===== src/rtl/weight_updater_pkg.sv =====
// Shared definitions for the weight register bank: Q6.10 width, clamp limits, FSM states.
package weight_updater_pkg;
    localparam int QW = 16;
    localparam logic [QW-1:0] SAT_POS = 16'h7FFF;
    localparam logic [QW-1:0] SAT_NEG = 16'h8000;

    typedef enum logic [1:0] {
        IDLE = 2'd0,
        RUN  = 2'd1,
        DONE = 2'd2
    } state_t;
endpackage


===== src/rtl/weight_sat_add.sv =====
// Signed Q6.10 add for the weight update path; clamps on overflow when
// WEIGHT_UPDATER_SAT_EN is defined, otherwise wraps and never reports saturation.
module weight_sat_add
    import weight_updater_pkg::*;
(
    input  logic [QW-1:0] a,
    input  logic [QW-1:0] b,
    output logic [QW-1:0] sum,
    output logic          sat
);
`ifdef WEIGHT_UPDATER_SAT_EN
    logic [QW:0] s17;

    always_comb begin
        s17 = {a[QW-1], a} + {b[QW-1], b};
        sum = s17[QW-1:0];
        sat = 1'b0;
        // Top two bits disagree only when the true sum left the 16-bit range.
        if (s17[QW] != s17[QW-1]) begin
            sat = 1'b1;
            sum = s17[QW] ? SAT_NEG : SAT_POS;
        end
    end
`else
    always_comb begin
        sum = a + b;
        sat = 1'b0;
    end
`endif
endmodule


===== src/rtl/weight_updater.sv =====
// Weight bank applying a stream of scaled deltas in frame order, with epoch counting.
// Saturating arithmetic is enabled by defining WEIGHT_UPDATER_SAT_EN.
module weight_updater
    import weight_updater_pkg::*;
#(
    parameter int NUM_W     = 4,
    parameter int AW        = 2,
    parameter int NUM_EPOCH = 1000,
    parameter int EW        = 10
) (
    input  logic          clk,
    input  logic          res,
    input  logic          load_en,
    input  logic [AW-1:0] load_addr,
    input  logic [QW-1:0] load_data,
    input  logic          start,
    input  logic          dcdw_valid,
    input  logic [QW-1:0] dcdw,
    input  logic [AW-1:0] rd_addr,
    output logic [QW-1:0] rd_data,
    output logic          busy,
    output logic          frame_done,
    output logic          done,
    output logic [EW-1:0] epoch_cnt,
    output logic          sat_flag
);
    localparam int             IW         = (NUM_W > 1) ? $clog2(NUM_W) : 1;
    localparam logic [IW-1:0]  LAST_IDX   = IW'(NUM_W - 1);
    localparam logic [AW:0]    NUM_W_C    = (AW + 1)'(NUM_W);
    localparam logic [EW-1:0]  EPOCH_LAST = EW'(NUM_EPOCH - 1);

    logic [NUM_W-1:0][QW-1:0] w;
    state_t                   state;
    logic [IW-1:0]            idx;
    logic [QW-1:0]            upd_sum;
    logic                     upd_sat;
    logic                     rd_ok, load_ok;

    assign rd_ok   = ({1'b0, rd_addr}   < NUM_W_C);
    assign load_ok = ({1'b0, load_addr} < NUM_W_C);

    // Only one weight changes per cycle, so a single adder serves the whole bank.
    weight_sat_add u_add (
        .a   (w[idx]),
        .b   (dcdw),
        .sum (upd_sum),
        .sat (upd_sat)
    );

    always_ff @(posedge clk) begin
        if (!res) begin
            w          <= '0;
            state      <= IDLE;
            idx        <= '0;
            epoch_cnt  <= '0;
            rd_data    <= '0;
            busy       <= 1'b0;
            frame_done <= 1'b0;
            done       <= 1'b0;
            sat_flag   <= 1'b0;
        end else begin
            frame_done <= 1'b0;
            rd_data    <= rd_ok ? w[rd_addr[IW-1:0]] : '0;
            case (state)
                IDLE, DONE: begin
                    if (load_en && load_ok)
                        w[load_addr[IW-1:0]] <= load_data;
                    if (start) begin
                        state     <= RUN;
                        idx       <= '0;
                        epoch_cnt <= '0;
                        sat_flag  <= 1'b0;
                        busy      <= 1'b1;
                        done      <= 1'b0;
                    end
                end
                RUN: begin
                    if (dcdw_valid) begin
                        w[idx] <= upd_sum;
                        if (upd_sat)
                            sat_flag <= 1'b1;
                        if (idx == LAST_IDX) begin
                            idx        <= '0;
                            epoch_cnt  <= epoch_cnt + 1'b1;
                            frame_done <= 1'b1;
                            if (epoch_cnt == EPOCH_LAST) begin
                                state <= DONE;
                                busy  <= 1'b0;
                                done  <= 1'b1;
                            end
                        end else begin
                            idx <= idx + 1'b1;
                        end
                    end
                end
                default: state <= IDLE;
            endcase
        end
    end
endmodule


===== config.mk =====
export PLATFORM = sky130hd
export DESIGN_NAME = weight_updater
export DESIGN_NICKNAME = d
export VERILOG_FILES = /design/src/rtl/weight_updater_pkg.sv /design/src/rtl/weight_sat_add.sv /design/src/rtl/weight_updater.sv
export SDC_FILE = /design/constraint.sdc
export NUM_CORES = 1
export LEC_CHECK = 0
export ABC_AREA = 1
export CORE_MARGIN = 10
export CORE_UTILIZATION = 50
export DETAILED_ROUTE_END_ITERATION = 8
export PLACE_DENSITY = 0.82
export SLEW_MARGIN = 5
export SYNTH_ARGS = -nofsm -noshare
export SYNTH_HDL_FRONTEND = slang
export SYNTH_HIERARCHICAL = 1
export SYNTH_SLANG_ARGS = --single-unit

===== constraint.sdc =====
create_clock -name clk -period 4.2 [get_ports clk]
set_input_delay 1.26 -clock clk [delete_from_list [all_inputs] [get_ports clk]]
set_output_delay 1.26 -clock clk [all_outputs]
set_load 0.02 [all_outputs]

# Word-level counts from Yosys, hierarchy flattened
# Index checks and enable logic that the tools add are counted.
totals:
  register_bits: 97
  input_bits: 41
  out_inout_bits: 30
  elab_cells: 76
op_classes:
  add_sub_neg: 3
  magnitude_cmp: 5
  n_eq_ne: 9
  muxes: 37
  n_reduce_logical: 11
ops:
  columns: ["op", "count"]
  rows:
  - ["bitwise mux 64 bit", 2]
  - ["2-to-1 mux 64 bit", 2]
  - ["case mux 64 bit (2 select lines)", 1]
  - ["binary-select mux 16 bit (select 2 bit)", 2]
  - ["demux 16 bit (select 2 bit)", 2]
  - ["2-to-1 mux 16 bit", 4]
  - ["2-to-1 mux 10 bit", 3]
  - ["case mux 10 bit (2 select lines)", 1]
  - ["adder 16 bit", 1]
  - ["2-to-1 mux 2 bit", 7]
  - ["adder 10 x 1 -> 10 bit (second input constant)", 1]
  - ["== test 10 bit (second input constant)", 1]
  - ["inequality test 2 bit (second input constant)", 5]
  - ["less-than comparator 2 x 3 -> 1 bit (second input constant)", 3]
  - ["2-to-1 mux 1 bit", 9]
  - ["AND reduction 3 bit", 3]
  - ["case mux 2 bit (2 select lines)", 2]
  - ["AND reduction 4 bit", 2]
  - ["AND reduction 5 bit", 1]
  - ["== test 2 bit (second input constant)", 2]
  - [">= comparator 2 x 1 -> 1 bit (second input constant)", 2]
  - ["case mux 1 bit (2 select lines)", 2]
  - ["adder 2 x 1 -> 2 bit (second input constant)", 1]
  - ["== test 2 x 1 -> 1 bit (second input constant)", 1]
  - ["4 further kinds", 5]

# Longest topological paths before layout
# Gate-level depths: netlist of run 1.
depth:
  ltp_word: 7
  ltp_mapped: 20
  ltp_nobuf: 18

# Modules after synthesis
# Netlist of run 1, hierarchy kept.
by_module_without_submodules:
  columns: ["module", "instances", "cells_each", "area_each_um2"]
  rows:
  - ["weight_updater", 1, 823, 5376.4]
  - ["weight_sat_add", 1, 178, 942.2]

# Least setup slack after synthesis of run 1
# No wires, ideal clock.
synth_path:
  path_kind: "input port to flip-flop"
  startpoint: "in dcdw[0]"
  endpoint: "reg w[56] (netlist name)"
  t_arrival_ns: 2.680
  required_ns: 4.083
  path_slack_ns: 1.404
  path_stages: 12
  cell_sequence: "ha_1 fa_1 nand2_1 nand2_1 and2_4 nand2_1 nand2_1 xor2_1 nand2_1 o22ai_1 o21ai_0 nor2_1"
synth_via:
  elab_chain_len: 4
synth_lines:
  columns: ["item", "line", "text"]
  rows:
  - ["start: declaration", "weight_updater.sv:18", "input logic [QW-1:0] dcdw,"]
  - ["adder 16 bit", "weight_sat_add.sv:26", "sum = a + b;"]
  - ["via upd_sum[8]", "weight_updater.sv:35", "logic [QW-1:0] upd_sum;"]
  - ["bitwise mux 64 bit", "weight_updater.sv:79", "w[idx] <= upd_sum;"]
  - ["2-to-1 mux 64 bit", "weight_updater.sv:78", "if (dcdw_valid) begin"]
  - ["case mux 64 bit (2 select lines)", "weight_updater.sv:64", "case (state)"]
  - ["end signal: indexed assignment", "weight_updater.sv:67", "w[load_addr[IW-1:0]] <= load_data;"]
  - ["end signal: indexed assignment", "weight_updater.sv:79", null]
  - ["end: declaration", "weight_updater.sv:32", "logic [NUM_W-1:0][QW-1:0] w;"]
# The timed path passes the listed nets, and every way through them passes these cells. The select of a mux whose other input is x is not followed.
# A chain may end at the register's enable or synchronous reset.

# Final worst setup path of run 1
layout_path:
  startpoint: "reg idx[1]"
  endpoint: "reg w[62] (netlist name)"
layout_via:
  word_cells_on_any_way: 11
  cone_classes: "1 x add/sub; 2 x order compare; 7 x mux; 1 x reduce/logical"
layout_rtl:
  columns: ["item", "line", "text"]
  rows:
  - ["start: declaration", "weight_updater.sv:34", "logic [IW-1:0] idx;"]
  - ["start signal: assignment", "weight_updater.sv:92", "idx <= idx + 1'b1;"]
  - ["binary-select mux 16 bit (select 2 bit)", "weight_updater.sv:44", ".a (w[idx]),"]
  - ["2-to-1 mux 16 bit (not written as such)", "weight_updater.sv:44", null]
  - ["adder 16 bit", "weight_sat_add.sv:26", null]
  - ["via upd_sum[14]", "weight_updater.sv:35", null]
  - ["bitwise mux 64 bit", "weight_updater.sv:79", null]
  - ["2-to-1 mux 64 bit", "weight_updater.sv:78", null]
  - ["case mux 64 bit (2 select lines)", "weight_updater.sv:64", null]
# The timed path passes the listed nets, and every way through them passes these cells. The select of a mux whose other input is x is not followed.

==> results of run 1 <==
registers in the layout (all words and copies together) (netlist names):
register    cells
busy            1
done            1
epoch_cnt      10
frame_done      1
idx             2
rd_data        16
sat_flag        1
state           2
w              64
layout make-up:
class	count	share of cell area
clock inverters	3	0.002394
flip-flops and latches	98	0.2681
clock buffers	12	0.03232
inverters	117	0.06002
well taps	172	0.02941
multi-input cells	728	0.4983
repair buffers	84	0.1094
cells in the final DEF (no fill, tap or decap), types with 20 or more instances in the layout:
| cell | netlist | routed |
|---|---|---|
| a21oi_1 | 129 | 129 |
| clkdlybuf4s50_1 | 0 | 69 |
| dfxtp_1 | 98 | 98 |
| ha_1 | 20 | 20 |
| inv_1 | 109 | 109 |
| nand2_1 | 241 | 241 |
| nand3_1 | 32 | 32 |
| nor2_1 | 104 | 104 |
| o21ai_0 | 70 | 70 |
| o22ai_1 | 48 | 48 |
worst max path at each step:
stage | from | end
after floorplan | dcdw[0] | w[56]
after global placement | dcdw[0] | w[60]
after detailed placement | dcdw[0] | w[62]
after CTS | idx[1] | w[62]
after global routing | idx[1] | w[62]
final | idx[1] | w[62]
critical path: stages (launching register included):
cell,delay (ps)
dfxtp_1,340
inv_1,840
o21ai_0,220
a21oi_1,200
a21oi_1,70
ha_1,240
fa_1,410
nand2_1,90
nand2_1,100
nand3b_1,120
nand2_2,80
nand2_1,80
nand2_1,50
nand2_1,60
nand2_1,80
nand2_1,120
o22ai_1,80
o21ai_0,200
nor2_1,60
per-layer routing:
layer / part of all wire / vias to the layer above / track usage
met5: 0 / - / 0
met4: 0.027 / 0 / 0.08985
met3: 0.12 / 55 / 0.05185
met2: 0.44 / 414 / 0.3479
met1: 0.41 / 3009 / 0.2741
li1: - / 3353 / -
cells by family (layout without fill, tap and decap cells):
| kind of cell | after synthesis | after routing | share of synthesized area |
|---|---|---|---|
| other cells | 1 | 1 | 0.0005935 |
| simple gates | 408 | 408 | 0.2665 |
| fa+ha+maj | 21 | 21 | 0.04277 |
| compound gates | 290 | 290 | 0.2560 |
| xor+xnor | 8 | 8 | 0.01109 |
| buf+inv | 175 | 216 | 0.1125 |
| flops | 98 | 98 | 0.3105 |
Yosys cell counts (2+ instances only):
library cell	instances
xnor2_1	2
nand2_2	12
nor2_1	104
nand2_1	241
o211ai_1	9
o21ai_1	13
ha_1	20
o21ai_0	70
inv_2	6
nor3_1	2
buf_4	9
or2_1	2
inv_1	109
nand3b_1	2
clkinv_1	2
nand4_1	5
buf_2	10
a21oi_1	129
o211ai_4	2
dfxtp_1	98
a31oi_1	7
xor2_1	6
o22ai_1	48
nor3_2	3
nand3_1	32
o21a_1	9
clkbuf_1	37
where the power goes:
| group | internal (W) | switching (W) | total [W] |
|---|---|---|---|
| clock | 0.000397 | 0.000345 | 0.000742 |
| sequential | 0.00100 | 0.0000380 | 0.00104 |
| combinational | 0.000320 | 0.000632 | 0.000952 |
| total | 0.00172 | 0.00101 | 0.00273 |
through the flow:
stage	cell area (um^2)	hold WS (ps)	total power, W	utilization
after floorplan	6319	444.3	0.001715	-
after global placement	7063	439.5	0.001955	0.5643
after detailed placement	7063	447.9	0.001972	0.5643
after CTS	7317	463.9	0.002701	0.5846
after global routing	7317	486.9	0.002870	0.5846
final	7317	460.5	0.002734	0.5846
==> flow_summary.ini, run 1 <==
[yosys]
async_reset_ff_frac = 0
yosys-top-cells-area = dfxtp_1, nand2_1, a21oi_1
yosysTopAreaCellShare = 0.3105
synth_ff_type = dfxtp_1
syn-num-nets = 1063
synth.distinct_cells = 39
syn_avg_cell_area_um2 = 6.312
synth_edf_count = 0
synthCells = 1001
syn_area_um2 = 6319
yosysSeqAreaShare = 0.3105
synth-seq-cells = 98
yosysWarnings = 6
synth_top_cell_by_area = dfxtp_1

[global_route]
grt_usage = 0.2173
grt_pass1_wl_um = 31820
grt_max_degree = 47
antenna_found_initial = 0
grt-ovfl-total = 0
grt_pass1_vias = 6437

[critical_path]
r2r-end = w[62]
required_ps = 4440
cp_max_fo = 34
crit_arrival_ps = 3770
r2r_start = idx[1]
worstSetupEndpointType = register
path_class = reg -> reg
worstRegToRegCells = 18
ff2ff_setup_slack_ps = 670
worst_setup_path_start_kind = register

[die]
die_h_um = 132.4
start_util = 0.5048
num_rows = 41
io_pins = 71
die_area_um2 = 17530
core_um2 = 12520
die_x_um = 132.4

[clock_tree]
clock_latency_ps = 350
cts_sinks = 98
clkTransAtPathRegs_ps = 70
cts_setup_buffers = 0
cts-htree-levels = 3
cts.path.max_buffers = 2
root_buffer = clkbuf_16
cts_resized = 0
numCtsBuffers = 9
holdBufCountCts = 0
cts_tree = built

[placed_design]
place_inst = 1199
dp_hpwl_um = 13160
gp_congestion = 0.9084
place_ws_ps = 717.6
port_buffers = 70

[drt]
drt-initial-drc-count = 846
wl_um = 19710
ant_nets = 0
routedWlPerCell_um = 16.23
routed-via-count = 6831
first_pass_iters = 6
via_per_inst = 5.627
drc = 0

[power_and_ir_drop]
ir_drop_v = 0.0001776
powerDensity_nw_per_um2 = 373.6
p_leak_nw = 3.263

[timing]
grt_setup_unrepaired = false
hold_viol = 0
period_minus_slack_ps = 3530
fmax_mhz = 283.3
fin_crit_sh = 0.8405
fin_tns_setup_ps = 0
tightest_slew_ps = 1145
finalSetupViolations = 0
setup_ws_ps = 670.0
slew_viol_final = 0
slew_headroom = 0.2359
skew_ps = 9.962

[final_layout]
fin_cells = 1214
area_growth_pct = 15.80
fill_cells = 1240
regArea_um2 = 1962
diodes = 0
nNetsFinal = 1100
drive_gt1_frac = 0.05470
multi_input_area_um2 = 3646

[worst_hold_path]
min_delay_worst_endpoint = done
hold_path.class = reg -> reg
hp-start = done
worstHoldPathCells = 2

[run_status]
status = completed

[run]
drv_cap = 0
(Power assumes the default switching activity.)
==> inputs of run 2 (changes only) <==
--- a/config.mk
+++ b/config.mk
@@ -9,7 +9,7 @@
 export CORE_MARGIN = 10
 export CORE_UTILIZATION = 50
 export DETAILED_ROUTE_END_ITERATION = 8
-export PLACE_DENSITY = 0.82
+export PLACE_DENSITY = 0.85
 export SLEW_MARGIN = 5
 export SYNTH_ARGS = -nofsm -noshare
 export SYNTH_HDL_FRONTEND = slang
==> constraint.sdc (replaced) <==
create_clock -name clk -period 3 [get_ports clk]
set_input_delay 0.9 -clock clk [delete_from_list [all_inputs] [get_ports clk]]
set_output_delay 0.9 -clock clk [all_outputs]
set_load 0.02 [all_outputs]
==> flow_summary.ini, run 2 (synthesis gave the netlist of run 1 again) <==
[global_route]
grt-ovfl-total = 0
grt_pass1_wl_um = 32200
grt_max_degree = 44
grt_usage = 0.2195
antenna_found_initial = 0
grt_pass1_vias = 6629

[drt]
wl_um = 20250
drc = 0
via_per_inst = 5.712
drt-initial-drc-count = 939
first_pass_iters = 6
routed-via-count = 7031
ant_nets = 0
routedWlPerCell_um = 16.45

[final_layout]
fill_cells = 1171
regArea_um2 = 1963
reg_top3 = w x64, rd_data x16, epoch_cnt x10
multi_input_area_um2 = 3687
layout_common_cells = nand2_1, a21oi_1, inv_1
drive_gt1_frac = 0.08404
final_common_cell = nand2_1
diodes = 0
finish.instance_area_um2 = 7557
nNetsFinal = 1117
top_register = w
largest_reg_flops = 64
area_growth_pct = 19.60

[power_and_ir_drop]
powerDensity_nw_per_um2 = 535.4
p_leak_nw = 3.369
ir_drop_v = 0.0003133

[critical_path]
path_class = reg -> reg
worst_setup_path_start_kind = register
slowest_stage = fa_1
critical_path.cell_chain = clkinvlp_4, buf_6, a21oi_1, a21oi_1, ha_1, fa_1, nand2_1, nand2_1, nand3b_1, nand2_2, nand2_1, nand2_1, nand2_1, nand2_1, nand2_1, o22ai_1, o21ai_1, nor2_1
cpLargestDelayFamily = simple AND/OR/NAND/NOR gates
critPathBufInv = 2
slowest_delay_ps = 410
crit_path_frequent_cell = nand2_1
worstSetupEndpointType = register
cp_max_fo = 8
crit_arrival_ps = 3100
required_ps = 3240

[timing]
period_minus_slack_ps = 2864
fin_tns_setup_ps = 0
slew_viol_final = 0
slew_headroom = 0.5306
fmax_mhz = 349.2
tightest_slew_ps = 703.3
skew_ps = 6.657
grt_setup_unrepaired = true
hold_viol = 0
fin_crit_sh = 0.9546
finalSetupViolations = 0

[die]
num_rows = 41
io_pins = 71
core_um2 = 12520
die_x_um = 132.4
start_util = 0.5048
die_h_um = 132.4
die_area_um2 = 17530

[clock_tree]
cts_sinks = 98
root_buffer = clkbuf_16
numCtsBuffers = 9
cts-htree-levels = 3
clock_latency_ps = 350
cts_tree = built
holdBufCountCts = 0
cts.path.max_buffers = 2
clkTransAtPathRegs_ps = 70

[placed_design]
dp_hpwl_um = 13740
placed_area_um2 = 7181
port_buffers = 70
gp_congestion = 0.9307

[run]
drv_cap = 0

[run_status]
status = completed

[worst_hold_path]
hold_path.class = reg -> reg
run 2: stage by stage:
stage / power, W / cells / setup slack [ps] / util / hold WS [ps]
2_1_floorplan: 0.002401 / 1001 / 365.1 / - / 444.3
3_3_place_gp: 0.002769 / 1213 / -40.55 / 0.5737 / 442.4
3_5_place_dp: 0.002797 / 1213 / -84.55 / 0.5737 / 440.9
4_1_cts: 0.003976 / 1228 / 55.91 / 0.5980 / 456.6
5_1_grt: 0.004240 / 1231 / -11.69 / 0.6038 / 505.0
6_report: 0.004046 / 1231 / 136.3 / 0.6038 / 456.2
run 2: final timing paths:
kind | startpoint | to | slack, ps | cells after the start
setup / recovery | idx[1] | w[58] | 140 | 18
hold / removal | done | done | 460 | 2
setup reg to reg | idx[1] | w[58] | 140 | 18
hold reg to reg | done | done | 460 | 2
run 2: layout make-up:
| cell class | count | area share |
|---|---|---|
| Multi-Input combinational cell | 728 | 0.4879 |
| Sequential cell | 98 | 0.2598 |
| Timing Repair Buffer | 101 | 0.1250 |
| Inverter | 117 | 0.05861 |
| Clock buffer | 11 | 0.03344 |
| Tap cell | 172 | 0.02848 |
| Clock inverter | 4 | 0.006788 |
run 2: per-layer routing:
| metal | vias up | share of wire | global-route usage |
|---|---|---|---|
| met1 | 3095 | 0.40 | 0.2645 |
| met5 | - | 0 | 0 |
| met4 | 0 | 0.033 | 0.1057 |
| met3 | 93 | 0.11 | 0.05110 |
| li1 | 3385 | - | - |
| met2 | 458 | 0.46 | 0.3607 |
run 2: where the power goes:
part | switching, W | internal [W] | total (W)
Clock | 0.000513 | 0.000688 | 0.00120
Sequential | 0.0000584 | 0.00140 | 0.00146
Combinational | 0.000895 | 0.000490 | 0.00138
run 2: timing repair:
item | CTS | global route
gates resized for setup | 0 | 14
setup buffers | 0 | 3
setup endpoints to repair | 0 | 44
endpoints found under the hold margin | 0 | 0
run 2: worst reg2reg max path, cell delays in order (launching register included):
cell and delay, ps:
dfxtp_2 380, clkinvlp_4 250, buf_6 210, a21oi_1 110, a21oi_1 80, ha_1 230
fa_1 410, nand2_1 90, nand2_1 100, nand3b_1 120, nand2_2 80, nand2_1 90
nand2_1 60, nand2_1 60, nand2_1 70, nand2_1 110, o22ai_1 80, o21ai_1 150
nor2_1 60
